`config.mk`:
```
export PLATFORM = sky130hd
export DESIGN_NAME = resonator_dds_hls_deadlock_monitor_param
export DESIGN_NICKNAME = d
export VERILOG_FILES = /design/src/rtl/resonator_dds_hls_deadlock_monitor_param.sv
export SDC_FILE = /design/constraint.sdc
export NUM_CORES = 1
export LEC_CHECK = 0
export ABC_AREA = 1
export CAP_MARGIN = 15
export CORE_AREA = 2 2 79 81
export CTS_CLUSTER_DIAMETER = 40
export DETAILED_ROUTE_END_ITERATION = 8
export DIE_AREA = 0 0 81 83
export MAX_ROUTING_LAYER = met4
export PLACE_DENSITY = 0.57
export SLEW_MARGIN = 20
export SYNTH_ARGS = -nofsm -noshare
export SYNTH_HDL_FRONTEND = slang
export SYNTH_SLANG_ARGS = --single-unit
```
`constraint.sdc`:
```
create_clock -name clock -period 3.25 [get_ports clock]
set_input_delay 0.65 -clock clock [delete_from_list [all_inputs] [get_ports clock]]
set_output_delay 0.65 -clock clock [all_outputs]
set_load 0.01 [all_outputs]
```
`src/rtl/resonator_dds_hls_deadlock_monitor_param.sv`:
```
// rtl/resonator_dds_hls_deadlock_monitor_param.sv - persistence-filtered deadlock monitor for the resonator_dds dataflow region
module resonator_dds_hls_deadlock_monitor_param #(
    parameter int NUM_AXIS    = 2,
    parameter int NUM_INST    = 1,
    parameter int HOLD_CYCLES = 16,
    parameter int STICKY      = 1,
    parameter int CNT_W       = 16,
    localparam int FA_W       = (NUM_AXIS > 1) ? $clog2(NUM_AXIS) : 1
) (
    input  logic                clock,
    input  logic                reset_n,
    input  logic                clear,
    input  logic [NUM_AXIS-1:0] axis_block_sigs,
    input  logic [NUM_INST-1:0] inst_idle_sigs,
    input  logic [NUM_INST-1:0] inst_block_sigs,
    output logic                block,
    output logic [NUM_AXIS-1:0] axis_block_info,
    output logic [NUM_INST-1:0] inst_block_info,
    output logic [FA_W-1:0]     first_axis,
    output logic                first_axis_vld,
    output logic [CNT_W-1:0]    block_cycles
);

    localparam int HC_W = $clog2(HOLD_CYCLES + 1);
    localparam logic [HC_W-1:0]  HOLD_LAST = HC_W'(HOLD_CYCLES - 1);
    localparam logic [CNT_W-1:0] CNT_MAX   = '1;

    localparam logic [1:0] S_IDLE    = 2'd0;
    localparam logic [1:0] S_WATCH   = 2'd1;
    localparam logic [1:0] S_BLOCKED = 2'd2;

    logic [1:0]      state;
    logic [HC_W-1:0] hcnt;
    logic            inst_dl;
    logic            cand;
    logic [FA_W-1:0] low_idx;
    logic            enter;
    logic            reload;
    logic            leave;

    // All-idle is never a deadlock: at least one instance must report blocked.
    assign inst_dl = (&(inst_block_sigs | inst_idle_sigs)) & (|inst_block_sigs);
    assign cand    = (|axis_block_sigs) | inst_dl;

    always_comb begin
        low_idx = '0;
        for (int i = NUM_AXIS - 1; i >= 0; i--) begin
            if (axis_block_sigs[i]) low_idx = FA_W'(i);
        end
    end

    assign enter  = cand && (((state == S_IDLE) && (HOLD_CYCLES == 1)) ||
                             ((state == S_WATCH) && (hcnt == HOLD_LAST)));
    assign reload = enter || ((state == S_BLOCKED) && (STICKY == 0) && cand);
    assign leave  = clear || ((state == S_BLOCKED) && (STICKY == 0) && !cand);

    always_ff @(posedge clock or negedge reset_n) begin
        if (!reset_n) begin
            state <= S_IDLE;
            hcnt  <= '0;
        end else if (clear) begin
            state <= S_IDLE;
            hcnt  <= '0;
        end else begin
            case (state)
                S_IDLE: begin
                    if (cand) begin
                        hcnt  <= HC_W'(1);
                        state <= (HOLD_CYCLES == 1) ? S_BLOCKED : S_WATCH;
                    end
                end
                S_WATCH: begin
                    if (!cand) begin
                        state <= S_IDLE;
                        hcnt  <= '0;
                    end else begin
                        hcnt <= hcnt + HC_W'(1);
                        if (hcnt == HOLD_LAST) state <= S_BLOCKED;
                    end
                end
                S_BLOCKED: begin
                    if ((STICKY == 0) && !cand) begin
                        state <= S_IDLE;
                        hcnt  <= '0;
                    end
                end
                default: begin
                    state <= S_IDLE;
                    hcnt  <= '0;
                end
            endcase
        end
    end

    // Report registers: zero outside BLOCKED, captured on entry, reloaded live when not sticky.
    always_ff @(posedge clock or negedge reset_n) begin
        if (!reset_n) begin
            block           <= 1'b0;
            axis_block_info <= '0;
            inst_block_info <= '0;
            first_axis      <= '0;
            first_axis_vld  <= 1'b0;
            block_cycles    <= '0;
        end else if (leave) begin
            block           <= 1'b0;
            axis_block_info <= '0;
            inst_block_info <= '0;
            first_axis      <= '0;
            first_axis_vld  <= 1'b0;
            block_cycles    <= '0;
        end else begin
            if (reload) begin
                block           <= 1'b1;
                axis_block_info <= axis_block_sigs;
                inst_block_info <= inst_dl ? inst_block_sigs : '0;
                first_axis      <= low_idx;
                first_axis_vld  <= |axis_block_sigs;
            end
            if (enter) begin
                block_cycles <= CNT_W'(1);
            end else if ((state == S_BLOCKED) && (block_cycles != CNT_MAX)) begin
                block_cycles <= block_cycles + CNT_W'(1);
            end
        end
    end

endmodule

```
# --- After elaboration in Yosys (flattened, before gate mapping) ---
# Cells that the tools add are included.
totals:
  reg_bits: 29
  inputBits: 7
  out_inout_bits: 22
op_classes:
  add_sub_neg: 2
  n_eq_ne: 7
  muxes: 25
  n_bitwise: 3
  reduce_logical: 9
ops:
  columns: ["operator", "count"]
  rows:
  - ["2-to-1 mux 16 bit", 3]
  - ["adder 16 x 1 -> 16 bit (second input constant)", 1]
  - ["inequality test 16 bit (second input constant)", 1]
  - ["2-to-1 mux 5 bit", 3]
  - ["one-hot mux 5 bit (3 select lines)", 1]
  - ["2-to-1 mux 2 bit", 6]
  - ["2-to-1 mux 1 bit", 11]
  - ["one-hot mux 2 bit (3 select lines)", 1]
  - ["adder 5 x 1 -> 5 bit (second input constant)", 1]
  - ["equality test 5 x 4 -> 1 bit (second input constant)", 1]
  - ["inequality test 4 x 3 -> 1 bit (second input constant)", 1]
  - ["logical AND 1 bit", 3]
  - ["inequality test 3 bit (second input constant)", 1]
  - ["AND reduction 3 bit", 1]
  - ["nonzero test 3 bit", 1]
  - ["equality test 2 x 1 -> 1 bit (second input constant)", 1]
  - ["equality test 2 bit (second input constant)", 1]
  - ["logical NOT 2 bit", 1]
  - ["inequality test 2 bit (second input constant)", 1]
  - ["bitwise OR 1 bit", 2]
  - ["AND reduction 2 bit", 1]
  - ["nonzero test 2 bit", 1]
  - ["OR reduction 2 bit", 1]
  - ["AND 1 bit", 1]

# --- Longest topological paths before layout ---
# Gate-level depths: netlist of run 1.
depth:
  depth_word: 6
  mapped_depth: 10
  mapped_depth_nobuf: 10

# --- Least setup slack after synthesis of run 1 ---
# Ideal clock, no wire load.
synth_path:
  kind: "input port to flip-flop"
  startpoint: "input axis_block_sigs[0]"
  endpoint: "register block_cycles[0]"
  setup_ns: 0.128
  t_arrival_ns: 1.442
  required_time_ns: 3.122
  path_slack_ns: 1.680
  path_stages: 8
  cell_sequence: "nor2_1 -> nand2_1 -> nand3_4 -> nand2_4 -> inv_2 -> o21ai_0 -> nand2_1 -> o21ai_1"
synth_between:
  elab_chain_len: 5
synth_rtl:
  columns: ["element", "line", "source"]
  rows:
  - ["start: declaration", "13", "input logic [NUM_AXIS-1:0] axis_block_sigs,"]
  - ["OR reduction 2 bit *", "43", "assign cand = (|axis_block_sigs) | inst_dl;"]
  - ["bitwise OR 1 bit *", "43", null]
  - ["logical AND 1 bit *", "52", "assign enter = cand && (((state == S_IDLE) && (HOLD_CYCLES == 1)) ||"]
  - ["2-to-1 mux 16 bit", "119", "if (enter) begin"]
  - ["2-to-1 mux 16 bit", "104", "end else if (leave) begin"]
  - ["end signal: assignment", "122", "block_cycles <= block_cycles + CNT_W'(1);"]
  - ["end: declaration", "21", "output logic [CNT_W-1:0] block_cycles"]
# Mark *: on every way between the ends. The rest lies on a longest branch, timed or not.
# A chain may end at the register's enable or synchronous reset.

# --- Worst setup path in the final report of run 1 ---
# Ends and elaborated chain as after synthesis.

==> results of run 1 <==
[power by group through the flow]
stage	clock (mW)	combinational (mW)	sequential, mW
finish	0.301	0.0678	0.378
global route	0.330	0.0766	0.379
CTS	0.316	0.0696	0.378
detailed placement	0	0.0691	0.385
global placement	0	0.0678	0.385
floorplan	0	0.0286	0.387
[layout by cell type, fill, tap and decap left out, types with 6 or more instances in the layout]
cell type and instances:
inv_1 37, nand4_1 8, o21ai_0 10, nand2_1 59, dfrtp_1 29, clkbuf_8 6, clkdlybuf4s50_1 27, nor2_1 25
nand3_1 16, a21oi_1 7
[layer usage]
layer	up-vias	share of wire	GRT usage	routed length, µm
met4	0	0.010	0.0370	38
met5	-	0	-	0
met3	6	0.034	0.0337	128
met2	23	0.47	0.199	1780
met1	653	0.48	0.158	1800
li1	792	-	-	-
[sequential cells by signal, summed over array words and instances (netlist names)]
name	cells
axis_block_info	2
inst_block_info	1
first_axis	1
first_axis_vld	1
state	2
block_cycles	16
block	1
hcnt	5
[kinds of logic after synthesis]
group / after synthesis / synth area share
and+or+nand+nor: 127 / 0.360
buffers and inverters: 42 / 0.0987
DFF: 29 / 0.424
AOI/OAI and AO/OA: 26 / 0.0848
adders and majority gates: 3 / 0.0219
xor gates and xnor gates: 2 / 0.0102
[worst register-to-register path, delay by kind of cell (launching register included)]
kind | cells | cell delay [ns]
AND/OR/NAND/NOR | 5 | 0.49
adder cells (fa/ha/maj) | 2 | 0.41
flip-flops | 1 | 0.39
AO/OA/AOI/OAI | 2 | 0.28
buffers and inverters | 1 | 0.24
[area by class of cell]
cell class	instances	area, µm²	share of cell area
multi-input combinational	158	817	0.381
sequential	29	726	0.338
timing repair buffer	28	278	0.129
inverter	39	146	0.0682
tap	75	93.8	0.0437
clock buffer	7	86.3	0.0402
[how the worst min path moves through the flow]
stage / start / end / slack (ns) / cells after the start
global placement: block$_DFFE_PN0P_ / block$_DFFE_PN0P_ / 0.47 / 2
detailed placement: block$_DFFE_PN0P_ / block$_DFFE_PN0P_ / 0.47 / 2
CTS: block$_DFFE_PN0P_ / block$_DFFE_PN0P_ / 0.49 / 2
finish: block$_DFFE_PN0P_ / block$_DFFE_PN0P_ / 0.48 / 2
floorplan: reset_n / axis_block_info[0]$_DFFE_PN0P_ / 0.35 / 0
global route: block$_DFFE_PN0P_ / block$_DFFE_PN0P_ / 0.52 / 2
[metrics by stage]
step                area, µm²  setup slack (ns)  instances  hold WS, ns  power (mW)
floorplan                1710              1.68        229        0.354       0.416
CTS                      2150              1.04        336        0.488       0.764
global route             2150             0.881        336        0.521       0.786
finish                   2150              1.06        336        0.479       0.747
global placement         2060             0.778        329        0.469       0.452
detailed placement       2060             0.748        329        0.469       0.454
==> impl_metrics.toml, run 1 <==
[status]
outcome = "completed"

[power]
leakagePower_nw = 0.976
pwr-share-seq = 0.506
p_int_mw = 0.568
p_switching_mw = 0.179
power_frac_clock = 0.403
ir_drop_uv = 189
switching_share = 0.240
power.density_nw_per_um2 = 348
pwr-share-comb = 0.091

[clocking]
ctsResizeCount = 0
clock_sinks = 29
htree_levels = 2
clock_latency_ns = 0.28
cts_buffers = 5
clock_path_buffers = 2
cts_setup_buffers = 0
cts-root-buf = "clkbuf_8"
cts_tree = "built"
path_clk_slew_ns = 0.06
hold_buffers = 0

[sta]
drv_slew = 0
slew_headroom = 0.679
period_minus_slack_ns = 2.19
max_freq_mhz = 457
hold_viol_final = 0
setup_viol = 0
setup_tns_ns = 0
fin_skew_ns = 0.00810
rsz0062_at_grt = "false"
fin_crit_sh = 0.674
worst_pin_slew_ns = 0.481

[floorplan]
die-area_um2 = 6720
start_util = 0.294
die_h_um = 83
ioPinCount = 29
fp.dieW_um = 81
fp.coreArea_um2 = 5820
rows = 28

[synthesis]
synth.most_common_cell = "nand2_1"
ys_types = 27
synth_fp_nets = 239
async_flop_share = 1.00
synth_edf_count = 0
ys.flop_type = "dfrtp_1"
yosys_warnings = 0
syn_inst = 229
synth.cell_area_um2 = 1710
syn_area_per_cell_um2 = 7.47
synth_area_leaders = "dfrtp_1, nand2_1, inv_1, nor2_1, nand3_1"
synth_seq_cells = 29
synth_top_area_frac = 0.424
synth_commonest_cells = "nand2_1, inv_1, dfrtp_1, nor2_1, nand3_1"
synth_top_area_cell = "dfrtp_1"
yosysSeqAreaShare = 0.424

[setup_path]
startpoint = "axis_block_sigs[0]"
r2r_cells = 10
r2r_start = "hcnt[1]$_DFFE_PN0P_"
reg2reg_slack_ns = 1.32
worstPathCellList = "clkdlybuf4s50_1 -> nor2_1 -> nand2_1 -> nand3_4 -> nand2_4 -> inv_2 -> o21ai_0 -> nand2_1 -> o21ai_1"
critPathBufInv = 2
endpoint = "block_cycles[0]$_DFFE_PN0P_"
crit_slowest_cell = "clkdlybuf4s50_1"
cp.required_ns = 3.41
cp.depth = 9
critPathTopFamily = "simple AND/OR/NAND/NOR gates"
arrival_ns = 2.35
critPathMaxStageDelay_ns = 0.45
r2r_end = "block_cycles[0]$_DFFE_PN0P_"
crit_fanout = 15
critPathKind = "in -> reg"
worstSetupStartpointType = "primary input"
crit_top_cell = "nand2_1"
cp-end-kind = "register"

[drt]
viasPerCell = 4.39
dr.pass1.iters = 4
final_antenna_net_count = 0
wl_per_cell_um = 11.1
wl_um = 3740
vias = 1474
dr.first_iter.drc_count = 86
drc = 0

[layout]
drive_gt1_frac = 0.0996
finalNetCount = 271
syn_to_final_growth_pct = 25.4
nFillCells = 639
final_util = 0.369
n_antenna_cell = 0

[grt]
grt_max_degree = 30
antenna_found_initial = 0
grtUsageTotal = 0.126
grt_pass1_wl_um = 6530
grt_pass1_vias = 1446
grt.overflow.total = 0

[placed_design]
routabilityCongestion = 0.856
dpl.hpwl_um = 2750
io_buffers = 27

[worst_hold_path]
hp-class = "reg -> reg"

[job]
drv_cap = 0
(Power assumes the default switching activity.)
==> run 2, diff against run 1 <==
==> constraint.sdc (replaced) <==
create_clock -name clock -period 2.1 [get_ports clock]
set_input_delay 0.42 -clock clock [delete_from_list [all_inputs] [get_ports clock]]
set_output_delay 0.42 -clock clock [all_outputs]
set_load 0.01 [all_outputs]
==> run 2 against run 1 <==
  * Flip-flop and latch count unchanged
  * Critical endpoint is now block_cycles[4]
  * Global-route usage shrank 0.41 points
  * Register-to-register slack got worse by 0.93 ns
  * Sequential power rose by 55%
==> impl_metrics.toml, run 2 (synthesized netlist as in run 1, its figures left out) <==
[status]
outcome = "completed"

[layout]
final_cells = 340
drive_gt1_frac = 0.113
largest_reg_flops = 16
n_antenna_cell = 0
finalNetCount = 274
layout_common_cells = "nand2_1, inv_1, dfrtp_1"
final_common_cell = "nand2_1"
nFillCells = 637
regMostFlops = "block_cycles"
syn_to_final_growth_pct = 27.3
largestRegisters = "block_cycles x16, hcnt x5"

[setup_path]
r2r_cells = 9
crit_slowest_cell = "clkdlybuf4s50_1"
critPathBufInv = 1
startpoint = "block_cycles[4]$_DFFE_PN0P_"
reg2reg_slack_ns = 0.39
cp-end-kind = "output port"
worstPathCellList = "clkdlybuf4s50_1"
r2r_end = "block_cycles[7]$_DFFE_PN0P_"
crit_fanout = 6
critPathKind = "reg -> out"
arrival_ns = 1.32
critPathTopFamily = "buffers and inverters"
r2r_start = "block_cycles[0]$_DFFE_PN0P_"
worstSetupStartpointType = "register"
critPathMaxStageDelay_ns = 0.58
cp.required_ns = 1.68

[worst_hold_path]
hp-class = "reg -> reg"
whs_endpoint = "block$_DFFE_PN0P_"
hp-start = "block$_DFFE_PN0P_"
hold_depth = 2

[power]
ir_drop_uv = 351
leakagePower_nw = 0.995
power.density_nw_per_um2 = 523

[clocking]
cts_buffers = 5
htree_levels = 2
path_clk_slew_ns = 0.06
clock_latency_ns = 0.28
cts_setup_buffers = 0
ctsResizeCount = 0
clock_sinks = 29
hold_buffers = 0
clock_path_buffers = 2
cts_tree = "built"
cts-root-buf = "clkbuf_8"

[drt]
vias = 1488
wl_um = 3650
viasPerCell = 4.38
drc = 0
dr.pass1.iters = 4
final_antenna_net_count = 0
dr.first_iter.drc_count = 73
wl_per_cell_um = 10.7

[sta]
rsz0062_at_grt = "false"
setup_tns_ns = 0
slew_headroom = 0.739
fin_skew_ns = 0.00266
hold_viol_final = 0
max_freq_mhz = 573
period_minus_slack_ns = 1.74
fin_crit_sh = 0.830
drv_slew = 0
worst_pin_slew_ns = 0.391
hold_slack_ns = 0.475
setup_viol = 0

[placed_design]
io_buffers = 27
routabilityCongestion = 0.818
dpl.hpwl_um = 2680
dp.cells = 332

[grt]
grt.overflow.total = 0
grt_pass1_vias = 1402
antenna_found_initial = 0
grt_pass1_wl_um = 6300
grtUsageTotal = 0.122
grt_max_degree = 30

[floorplan]
start_util = 0.294
fp.dieW_um = 81
die-area_um2 = 6720
die_h_um = 83
rows = 28
fp.coreArea_um2 = 5820
ioPinCount = 29

[job]
drv_cap = 0
run 2: cell count changes in the layout (fill, tap and decap cells not counted), sizes merged:
| cell | change |
|---|---|
| buf | +3 |
| clkbuf | -1 |
| clkinv | +2 |
run 2: tightest hold or removal path: cells and delay by family (launching register included):
| kind | cells | cell delay, ns |
|---|---|---|
| DFF | 1 | 0.35 |
| and+or+nand+nor | 2 | 0.10 |
run 2: area by class of cell:
type	instances	area, µm²	area share
sequential	29	726	0.333
multi-input combinational	158	817	0.375
clock buffer	6	72.6	0.0333
tap	75	93.8	0.0431
inverter	39	146	0.0672
clock inverter	2	10.0	0.00460
timing repair buffer	31	313	0.144
run 2: worst max path at each step:
stage | to | slack, ns | cells past startpoint
after CTS | block_cycles[4] | 0.34 | 1
after global routing | block_cycles[7]$_DFFE_PN0P_ | 0.23 | 9
final | block_cycles[4] | 0.36 | 1
after floorplan | block_cycles[0]$_DFFE_PN0P_ | 0.56 | 10
after global placement | block_cycles[0]$_DFFE_PN0P_ | 0.16 | 9
after detailed placement | block_cycles[0]$_DFFE_PN0P_ | 0.15 | 9
run 2: power by group:
part           internal (mW)  switching, mW  total [mW]
clock                  0.229          0.215       0.444
combinational         0.0497         0.0592       0.109
sequential             0.574         0.0112       0.585
run 2: layer usage:
metal  wire length (µm)  part of all wire  track usage
met1               1780              0.49        0.154
met2               1660              0.45        0.188
met3                157             0.043       0.0337
met4                 55             0.015       0.0416
met5                  0                 0            -
run 2: stage by stage:
stage / power (mW) / setup slack (ns) / cell area (µm²) / util
2_1_floorplan: 0.644 / 0.557 / 1710 / -
3_3_place_gp: 0.706 / 0.163 / 2100 / 0.360
3_5_place_dp: 0.707 / 0.147 / 2100 / 0.360
4_1_cts: 1.17 / 0.344 / 2180 / 0.375
5_1_grt: 1.20 / 0.226 / 2180 / 0.375
6_report: 1.14 / 0.356 / 2180 / 0.375
